--- src/rtl/ahb3lite_apb_bridge_if.sv ---
// Signal bundle between an AHB3-Lite segment and one APB segment.
// The bridge uses the slave modport; the surrounding fabric or bench uses the master modport.
interface ahb3lite_apb_bridge_if #(
    parameter int HADDR_SIZE = 32,
    parameter int HDATA_SIZE = 32,
    parameter int PADDR_SIZE = 10
);
    // AHB3-Lite side
    logic                    hsel;
    logic [HADDR_SIZE-1:0]   haddr;
    logic [HDATA_SIZE-1:0]   hwdata;
    logic [HDATA_SIZE-1:0]   hrdata;
    logic                    hwrite;
    logic [2:0]              hsize;
    logic [2:0]              hburst;
    logic [3:0]              hprot;
    logic [1:0]              htrans;
    logic                    hmastlock;
    logic                    hready;
    logic                    hreadyout;
    logic                    hresp;

    // APB side
    logic                    psel;
    logic                    penable;
    logic                    pwrite;
    logic [2:0]              pprot;
    logic [PADDR_SIZE-1:0]   paddr;
    logic [HDATA_SIZE-1:0]   pwdata;
    logic [HDATA_SIZE/8-1:0] pstrb;
    logic [HDATA_SIZE-1:0]   prdata;
    logic                    pready;
    logic                    pslverr;

    modport slave (
        input  hsel, haddr, hwdata, hwrite, hsize, hburst, hprot, htrans, hmastlock, hready,
        output hrdata, hreadyout, hresp,
        output psel, penable, pwrite, pprot, paddr, pwdata, pstrb,
        input  prdata, pready, pslverr
    );

    modport master (
        output hsel, haddr, hwdata, hwrite, hsize, hburst, hprot, htrans, hmastlock, hready,
        input  hrdata, hreadyout, hresp,
        input  psel, penable, pwrite, pprot, paddr, pwdata, pstrb,
        output prdata, pready, pslverr
    );
endinterface

--- src/rtl/ahb3lite_apb_bridge.sv ---
// AHB3-Lite slave to APB3/APB4 master bridge: one AHB beat becomes one APB SETUP+ACCESS transfer.
// Optional ACCESS-phase timeout is built in when AHB3LITE_APB_TIMEOUT_EN is defined.
module ahb3lite_apb_bridge #(
    parameter int HADDR_SIZE = 32,
    parameter int HDATA_SIZE = 32,
    parameter int PADDR_SIZE = 10,
    parameter int TIMEOUT    = 255
) (
    input  logic                 i_hclk,
    input  logic                 i_hresetn,
    ahb3lite_apb_bridge_if.slave io_bus
);
    localparam int         NBYTES    = HDATA_SIZE / 8;
    localparam int         LANE_BITS = $clog2(NBYTES);
    localparam logic [2:0] MAX_SIZE  = 3'(LANE_BITS);

    typedef enum logic [2:0] {
        S_IDLE,
        S_WDATA,
        S_SETUP,
        S_ACCESS,
        S_ERR1
    } state_t;

    state_t                  r_state;
    logic                    r_hreadyout;
    logic                    r_hresp;
    logic [HDATA_SIZE-1:0]   r_hrdata;
    logic                    r_psel;
    logic                    r_penable;
    logic                    r_pwrite;
    logic [2:0]              r_pprot;
    logic [PADDR_SIZE-1:0]   r_paddr;
    logic [HDATA_SIZE-1:0]   r_pwdata;
    logic [NBYTES-1:0]       r_pstrb;

    logic                    w_accept;
    logic                    w_size_err;
    logic [HADDR_SIZE-1:0]   w_byte_off;
    logic [NBYTES-1:0]       w_strb;
    logic [2:0]              w_pprot;
    logic                    w_tmo_hit;
    logic                    w_unused;

    assign w_accept   = io_bus.hsel & io_bus.hready & io_bus.htrans[1];
    assign w_size_err = (io_bus.hsize > MAX_SIZE);
    assign w_byte_off = io_bus.haddr & HADDR_SIZE'(NBYTES - 1);
    assign w_pprot    = {~io_bus.hprot[0], 1'b1, io_bus.hprot[1]};

    // A lane is enabled when it falls in the same size-aligned block as the byte address.
    for (genvar gi = 0; gi < NBYTES; gi++) begin : g_strb
        assign w_strb[gi] = ((HADDR_SIZE'(gi) >> io_bus.hsize) == (w_byte_off >> io_bus.hsize));
    end

    // Burst type, lock and the cacheable/bufferable HPROT bits have no APB counterpart.
    assign w_unused = ^{io_bus.hburst, io_bus.hmastlock, io_bus.hprot[3:2], io_bus.haddr};

`ifdef AHB3LITE_APB_TIMEOUT_EN
    localparam int CNT_W = $clog2(TIMEOUT + 1);

    logic [CNT_W-1:0] r_tmo_cnt;

    always_ff @(posedge i_hclk or negedge i_hresetn) begin
        if (!i_hresetn) begin
            r_tmo_cnt <= '0;
        end else if (r_state != S_ACCESS || io_bus.pready) begin
            r_tmo_cnt <= '0;
        end else begin
            r_tmo_cnt <= r_tmo_cnt + 1'b1;
        end
    end

    // Fires in the TIMEOUT-th ACCESS cycle that still sees PREADY low.
    assign w_tmo_hit = (r_tmo_cnt == CNT_W'(TIMEOUT - 1));
`else
    assign w_tmo_hit = 1'b0;
`endif

    always_ff @(posedge i_hclk or negedge i_hresetn) begin
        if (!i_hresetn) begin
            r_state     <= S_IDLE;
            r_hreadyout <= 1'b1;
            r_hresp     <= 1'b0;
            r_hrdata    <= '0;
            r_psel      <= 1'b0;
            r_penable   <= 1'b0;
            r_pwrite    <= 1'b0;
            r_pprot     <= '0;
            r_paddr     <= '0;
            r_pwdata    <= '0;
            r_pstrb     <= '0;
        end else begin
            case (r_state)
                S_IDLE: begin
                    r_hreadyout <= 1'b1;
                    r_hresp     <= 1'b0;
                    r_psel      <= 1'b0;
                    r_penable   <= 1'b0;
                    if (w_accept) begin
                        r_hreadyout <= 1'b0;
                        if (w_size_err) begin
                            r_hresp <= 1'b1;
                            r_state <= S_ERR1;
                        end else begin
                            r_paddr  <= io_bus.haddr[PADDR_SIZE-1:0];
                            r_pwrite <= io_bus.hwrite;
                            r_pprot  <= w_pprot;
                            r_pstrb  <= io_bus.hwrite ? w_strb : '0;
                            if (io_bus.hwrite) begin
                                r_state <= S_WDATA;
                            end else begin
                                r_psel  <= 1'b1;
                                r_state <= S_SETUP;
                            end
                        end
                    end
                end

                // HWDATA is only valid in the AHB data phase, one cycle after accept.
                S_WDATA: begin
                    r_pwdata <= io_bus.hwdata;
                    r_psel   <= 1'b1;
                    r_state  <= S_SETUP;
                end

                S_SETUP: begin
                    r_penable <= 1'b1;
                    r_state   <= S_ACCESS;
                end

                S_ACCESS: begin
                    if (io_bus.pready) begin
                        r_psel    <= 1'b0;
                        r_penable <= 1'b0;
                        if (io_bus.pslverr) begin
                            r_hresp <= 1'b1;
                            r_state <= S_ERR1;
                        end else begin
                            if (!r_pwrite) begin
                                r_hrdata <= io_bus.prdata;
                            end
                            r_hreadyout <= 1'b1;
                            r_hresp     <= 1'b0;
                            r_state     <= S_IDLE;
                        end
                    end else if (w_tmo_hit) begin
                        r_psel    <= 1'b0;
                        r_penable <= 1'b0;
                        r_hresp   <= 1'b1;
                        r_state   <= S_ERR1;
                    end
                end

                // Second cycle of the two-cycle ERROR response happens in IDLE.
                S_ERR1: begin
                    r_hreadyout <= 1'b1;
                    r_hresp     <= 1'b1;
                    r_state     <= S_IDLE;
                end

                default: begin
                    r_hreadyout <= 1'b1;
                    r_hresp     <= 1'b0;
                    r_psel      <= 1'b0;
                    r_penable   <= 1'b0;
                    r_state     <= S_IDLE;
                end
            endcase
        end
    end

    assign io_bus.hreadyout = r_hreadyout;
    assign io_bus.hresp     = r_hresp;
    assign io_bus.hrdata    = r_hrdata;
    assign io_bus.psel      = r_psel;
    assign io_bus.penable   = r_penable;
    assign io_bus.pwrite    = r_pwrite;
    assign io_bus.pprot     = r_pprot;
    assign io_bus.paddr     = r_paddr;
    assign io_bus.pwdata    = r_pwdata;
    assign io_bus.pstrb     = r_pstrb;
endmodule

--- src/flat_wrapper.sv ---
// flat-port wrapper written by rule: the top's interface ports become plain ports
module ahb3lite_apb_bridge_flat 
#(
    parameter int HADDR_SIZE = 32,
    parameter int HDATA_SIZE = 32,
    parameter int PADDR_SIZE = 10,
    parameter int TIMEOUT    = 255
)
  (i_hclk, i_hresetn, io_bus_hsel, io_bus_haddr, io_bus_hwdata, io_bus_hwrite, io_bus_hsize, io_bus_hburst, io_bus_hprot, io_bus_htrans, io_bus_hmastlock, io_bus_hready, io_bus_hrdata, io_bus_hreadyout, io_bus_hresp, io_bus_psel, io_bus_penable, io_bus_pwrite, io_bus_pprot, io_bus_paddr, io_bus_pwdata, io_bus_pstrb, io_bus_prdata, io_bus_pready, io_bus_pslverr);
  ahb3lite_apb_bridge_if #(.HADDR_SIZE(HADDR_SIZE), .HDATA_SIZE(HDATA_SIZE), .PADDR_SIZE(PADDR_SIZE)) io_bus_i ();
  input  logic i_hclk;
  input  logic i_hresetn;
  input wire logic [$bits(io_bus_i.hsel)-1:0] io_bus_hsel;
  input wire logic [$bits(io_bus_i.haddr)-1:0] io_bus_haddr;
  input wire logic [$bits(io_bus_i.hwdata)-1:0] io_bus_hwdata;
  input wire logic [$bits(io_bus_i.hwrite)-1:0] io_bus_hwrite;
  input wire logic [$bits(io_bus_i.hsize)-1:0] io_bus_hsize;
  input wire logic [$bits(io_bus_i.hburst)-1:0] io_bus_hburst;
  input wire logic [$bits(io_bus_i.hprot)-1:0] io_bus_hprot;
  input wire logic [$bits(io_bus_i.htrans)-1:0] io_bus_htrans;
  input wire logic [$bits(io_bus_i.hmastlock)-1:0] io_bus_hmastlock;
  input wire logic [$bits(io_bus_i.hready)-1:0] io_bus_hready;
  output wire logic [$bits(io_bus_i.hrdata)-1:0] io_bus_hrdata;
  output wire logic [$bits(io_bus_i.hreadyout)-1:0] io_bus_hreadyout;
  output wire logic [$bits(io_bus_i.hresp)-1:0] io_bus_hresp;
  output wire logic [$bits(io_bus_i.psel)-1:0] io_bus_psel;
  output wire logic [$bits(io_bus_i.penable)-1:0] io_bus_penable;
  output wire logic [$bits(io_bus_i.pwrite)-1:0] io_bus_pwrite;
  output wire logic [$bits(io_bus_i.pprot)-1:0] io_bus_pprot;
  output wire logic [$bits(io_bus_i.paddr)-1:0] io_bus_paddr;
  output wire logic [$bits(io_bus_i.pwdata)-1:0] io_bus_pwdata;
  output wire logic [$bits(io_bus_i.pstrb)-1:0] io_bus_pstrb;
  input wire logic [$bits(io_bus_i.prdata)-1:0] io_bus_prdata;
  input wire logic [$bits(io_bus_i.pready)-1:0] io_bus_pready;
  input wire logic [$bits(io_bus_i.pslverr)-1:0] io_bus_pslverr;
  assign io_bus_i.hsel = io_bus_hsel;
  assign io_bus_i.haddr = io_bus_haddr;
  assign io_bus_i.hwdata = io_bus_hwdata;
  assign io_bus_i.hwrite = io_bus_hwrite;
  assign io_bus_i.hsize = io_bus_hsize;
  assign io_bus_i.hburst = io_bus_hburst;
  assign io_bus_i.hprot = io_bus_hprot;
  assign io_bus_i.htrans = io_bus_htrans;
  assign io_bus_i.hmastlock = io_bus_hmastlock;
  assign io_bus_i.hready = io_bus_hready;
  assign io_bus_hrdata = io_bus_i.hrdata;
  assign io_bus_hreadyout = io_bus_i.hreadyout;
  assign io_bus_hresp = io_bus_i.hresp;
  assign io_bus_psel = io_bus_i.psel;
  assign io_bus_penable = io_bus_i.penable;
  assign io_bus_pwrite = io_bus_i.pwrite;
  assign io_bus_pprot = io_bus_i.pprot;
  assign io_bus_paddr = io_bus_i.paddr;
  assign io_bus_pwdata = io_bus_i.pwdata;
  assign io_bus_pstrb = io_bus_i.pstrb;
  assign io_bus_i.prdata = io_bus_prdata;
  assign io_bus_i.pready = io_bus_pready;
  assign io_bus_i.pslverr = io_bus_pslverr;
  ahb3lite_apb_bridge #(.HADDR_SIZE(HADDR_SIZE), .HDATA_SIZE(HDATA_SIZE), .PADDR_SIZE(PADDR_SIZE), .TIMEOUT(TIMEOUT)) u_core (.i_hclk(i_hclk), .i_hresetn(i_hresetn), .io_bus(io_bus_i));
endmodule
--- config.mk ---
export PLATFORM = sky130hd
export DESIGN_NAME = ahb3lite_apb_bridge_flat
export DESIGN_NICKNAME = d
export VERILOG_FILES = /design/src/rtl/ahb3lite_apb_bridge_if.sv /design/src/rtl/ahb3lite_apb_bridge.sv /design/src/flat_wrapper.sv
export SDC_FILE = /design/constraint.sdc
export NUM_CORES = 1
export LEC_CHECK = 0
export ABC_AREA = 1
export CAP_MARGIN = 0
export CORE_ASPECT_RATIO = 0.6
export CORE_MARGIN = 8
export CORE_UTILIZATION = 35
export DETAILED_ROUTE_END_ITERATION = 6
export PLACE_DENSITY = 0.76
export SYNTH_ARGS = -nofsm -noshare
export SYNTH_HDL_FRONTEND = slang
export SYNTH_SLANG_ARGS = --single-unit
export TNS_END_PERCENT = 1
--- constraint.sdc ---
create_clock -name i_hclk -period 1.3 [get_ports i_hclk]
set_input_delay 0.26 -clock i_hclk [delete_from_list [all_inputs] [get_ports i_hclk]]
set_output_delay 0.26 -clock i_hclk [all_outputs]
set_load 0.03 [all_outputs]
==> flow_summary.toml <==
[synthesis]
yosys.area.top_type = "dfrtp_1"
ys_types = 22
yosys_register_bits = 89
synth_top_area_frac = 0.5843
synth_fp_nets = 540
yosys_warnings = 0
ys_seq_area_frac = 0.5913
syn_area_per_cell_um2 = 8.888
syn_inst = 424
synth_top_cells_by_area = "dfrtp_1, nand2_1, nand3_1"
syn-cell-area_um2 = 3769

[placed_design]
port-buffer-count = 172
dp_hpwl_um = 8756
post-place-ws_ns = -0.2248
place_area_um2 = 5787
place.gp.congestion = 0.7958
dp_cells = 740

[sta]
rsz0062_at_grt = "yes"
maxSlewHeadroom = 0.8128
finalClockSkew_ns = 0.006155
fmax_mhz = 783.3
fin_crit_sh = 0.9820
setup_slack_ns = 0.02335
final_max_slew_viol_count = 0
tightestPinTransition_ns = 0.2809
hold_viol = 0
setup_violations = 0
min_period_ns = 1.277

[layout]
fin_cells = 760
drive_gt1_frac = 0.2464
nets = 732
area_growth_syn_to_layout_pct = 63.78
post-route-util = 0.5866
diodes = 0
finalInstanceArea_um2 = 6172
n_fill_cell = 911

[flow_run]
cap_violations = 0

[floorplan]
initial_utilization = 0.3581
die_h_um = 96.38
fp.coreArea_um2 = 10520
die_area_um2 = 14450
design.portCount = 202
core.rowCount = 29
dieWidth_um = 150.0

[routing]
drcViolationCount = 0
routed_wl_um = 11320
vias_per_cell = 4.461
vias = 3390
dr.first_iter.drc_count = 198
drt_first_pass_iters = 4
final_antenna_net_count = 0
routedWlPerCell_um = 14.89

[setup_path]
cp_top_family = "flip-flops"
worst_path_max_delay_cell = "dfstp_2"
crit_path_start_kind = "flip-flop"
path_buf_inv = 1
crit_arrival_ns = 1.02
crit_type = "flip-flop to primary output"
timing.critical_path.to_type = "primary output"
cp_cell_sequence = "buf_12"
slowest_delay_ns = 0.57
worstPathMaxFanout = 2
crit_required_ns = 1.04

[global_route]
grt.overflow.total = 0
grtUsageTotal = 0.1581
antenna_found_initial = 0
grt_max_degree = 37
grt_pass1_vias = 3450
grt_pass1_wl_um = 17870

[cts]
cts_tree = "yes"
clk_path_buf_depth = 2
numCtsBuffers = 9
clkSinkCount = 89
clk_pin_slew_worst_paths_ns = 0.06
root_buffer = "clkbuf_16"
clk_latency_ns = 0.33
htree_num_levels = 3

[pwr]
ir_drop_mv = 1.214
p_leak_uw = 0.003159
power_density_nw_per_um2 = 2399

[status]
outcome = "finished clean"

[hold_path]
min-delay-path-class = "primary input to asynchronous set/reset pin"
## synthesized netlist by cell type (all sizes together)
library cell / number
nand2: 155
nand4: 1
clkbuf: 8
nand3: 56
buf: 12
and2: 1
dfrtp: 88
o21ai: 44
nor3: 1
dfstp: 1
a21oi: 1
nor2: 9
inv: 47
## layout make-up
| class | instances | area (um2) | share of cell area |
|---|---|---|---|
| well taps | 139 | 173.9 | 0.02818 |
| flip-flops and latches | 89 | 2232 | 0.3616 |
| inverters | 47 | 176.4 | 0.02858 |
| clock buffers | 11 | 232.7 | 0.03771 |
| clock inverters | 5 | 80.08 | 0.01297 |
| repair buffers | 201 | 2046 | 0.3314 |
| multi-input cells | 268 | 1231 | 0.1995 |
## state kept, by name, summed over array words and instances, names as in the netlist
signal	flops
u_core.io_bus.psel	1
u_core.io_bus.penable	1
u_core.io_bus.pstrb	4
u_core.io_bus.pprot	3
u_core.io_bus.hrdata	32
u_core.io_bus.pwrite	1
u_core.io_bus.hreadyout	1
u_core.io_bus.pwdata	32
u_core.io_bus.paddr	10
u_core.io_bus.hresp	1
u_core.r_state	3
## stage by stage
step                      total power [uW]  hold WS [ns]  TNS [ns]
after global placement               12060        0.1620    -8.579
final                                14810        0.3652         0
after floorplan                       8549      -0.03559         0
after CTS                            14910        0.3538  -0.02899
after detailed placement             12230        0.1628    -9.818
after global routing                 15760        0.3846   -0.3139
## what timing repair did
action	CTS	global route
endpoints found under the hold margin	15	0
pin swaps	0	3
setup endpoints to repair	24	80
buffers inserted	0	3
hold buffers	1	0
cloned	0	0
gates resized for setup	68	7
## power breakdown
| group | switching (uW) | internal, uW |
|---|---|---|
| logic | 4340 | 3050 |
| clock network | 1020 | 1680 |
| registers | 791 | 3930 |
| total | 6150 | 8660 |
## worst paths after layout
check | start | to | slack [ns] | cells after the start
max reg2reg | u_core.r_state[2] | u_core.io_bus.pstrb[0] | 0.05 | 7
max | u_core.io_bus.hreadyout | io_bus_hreadyout | 0.02 | 1
min | i_hresetn | u_core.io_bus.pstrb[1] | 0.37 | 2
min reg2reg | u_core.io_bus.pprot[1] | u_core.io_bus.pprot[1] | 0.47 | 2
max in group asynchronous | i_hresetn | u_core.io_bus.hrdata[12] | 0.44 | 3
min in group i_hclk | u_core.io_bus.pprot[1] | u_core.io_bus.pprot[1] | 0.47 | 2
## layout by cell type (no fill, tap or decap), types with 12 or more instances in the layout
| master | count |
|---|---|
| buf_12 | 19 |
| dfrtp_1 | 85 |
| nand3_1 | 55 |
| clkdlybuf4s50_1 | 85 |
| buf_4 | 72 |
| nand2_1 | 152 |
| o21ai_2 | 12 |
| clkdlybuf4s15_2 | 22 |
| inv_1 | 47 |
| o21ai_1 | 27 |
## layer usage
metal  share of wire  track usage  routed length, um
met1            0.45       0.2039               5039
met2            0.46       0.2534               5209
met3           0.087      0.05535                983
met4          0.0076      0.03722                 86
met5               0            0                  0
## kinds of logic after synthesis
logic type | synth area share
buf+inv | 0.08466
flops | 0.5913
simple gates | 0.2523
compound gates | 0.07171
Power figures use the tool's default switching activity.
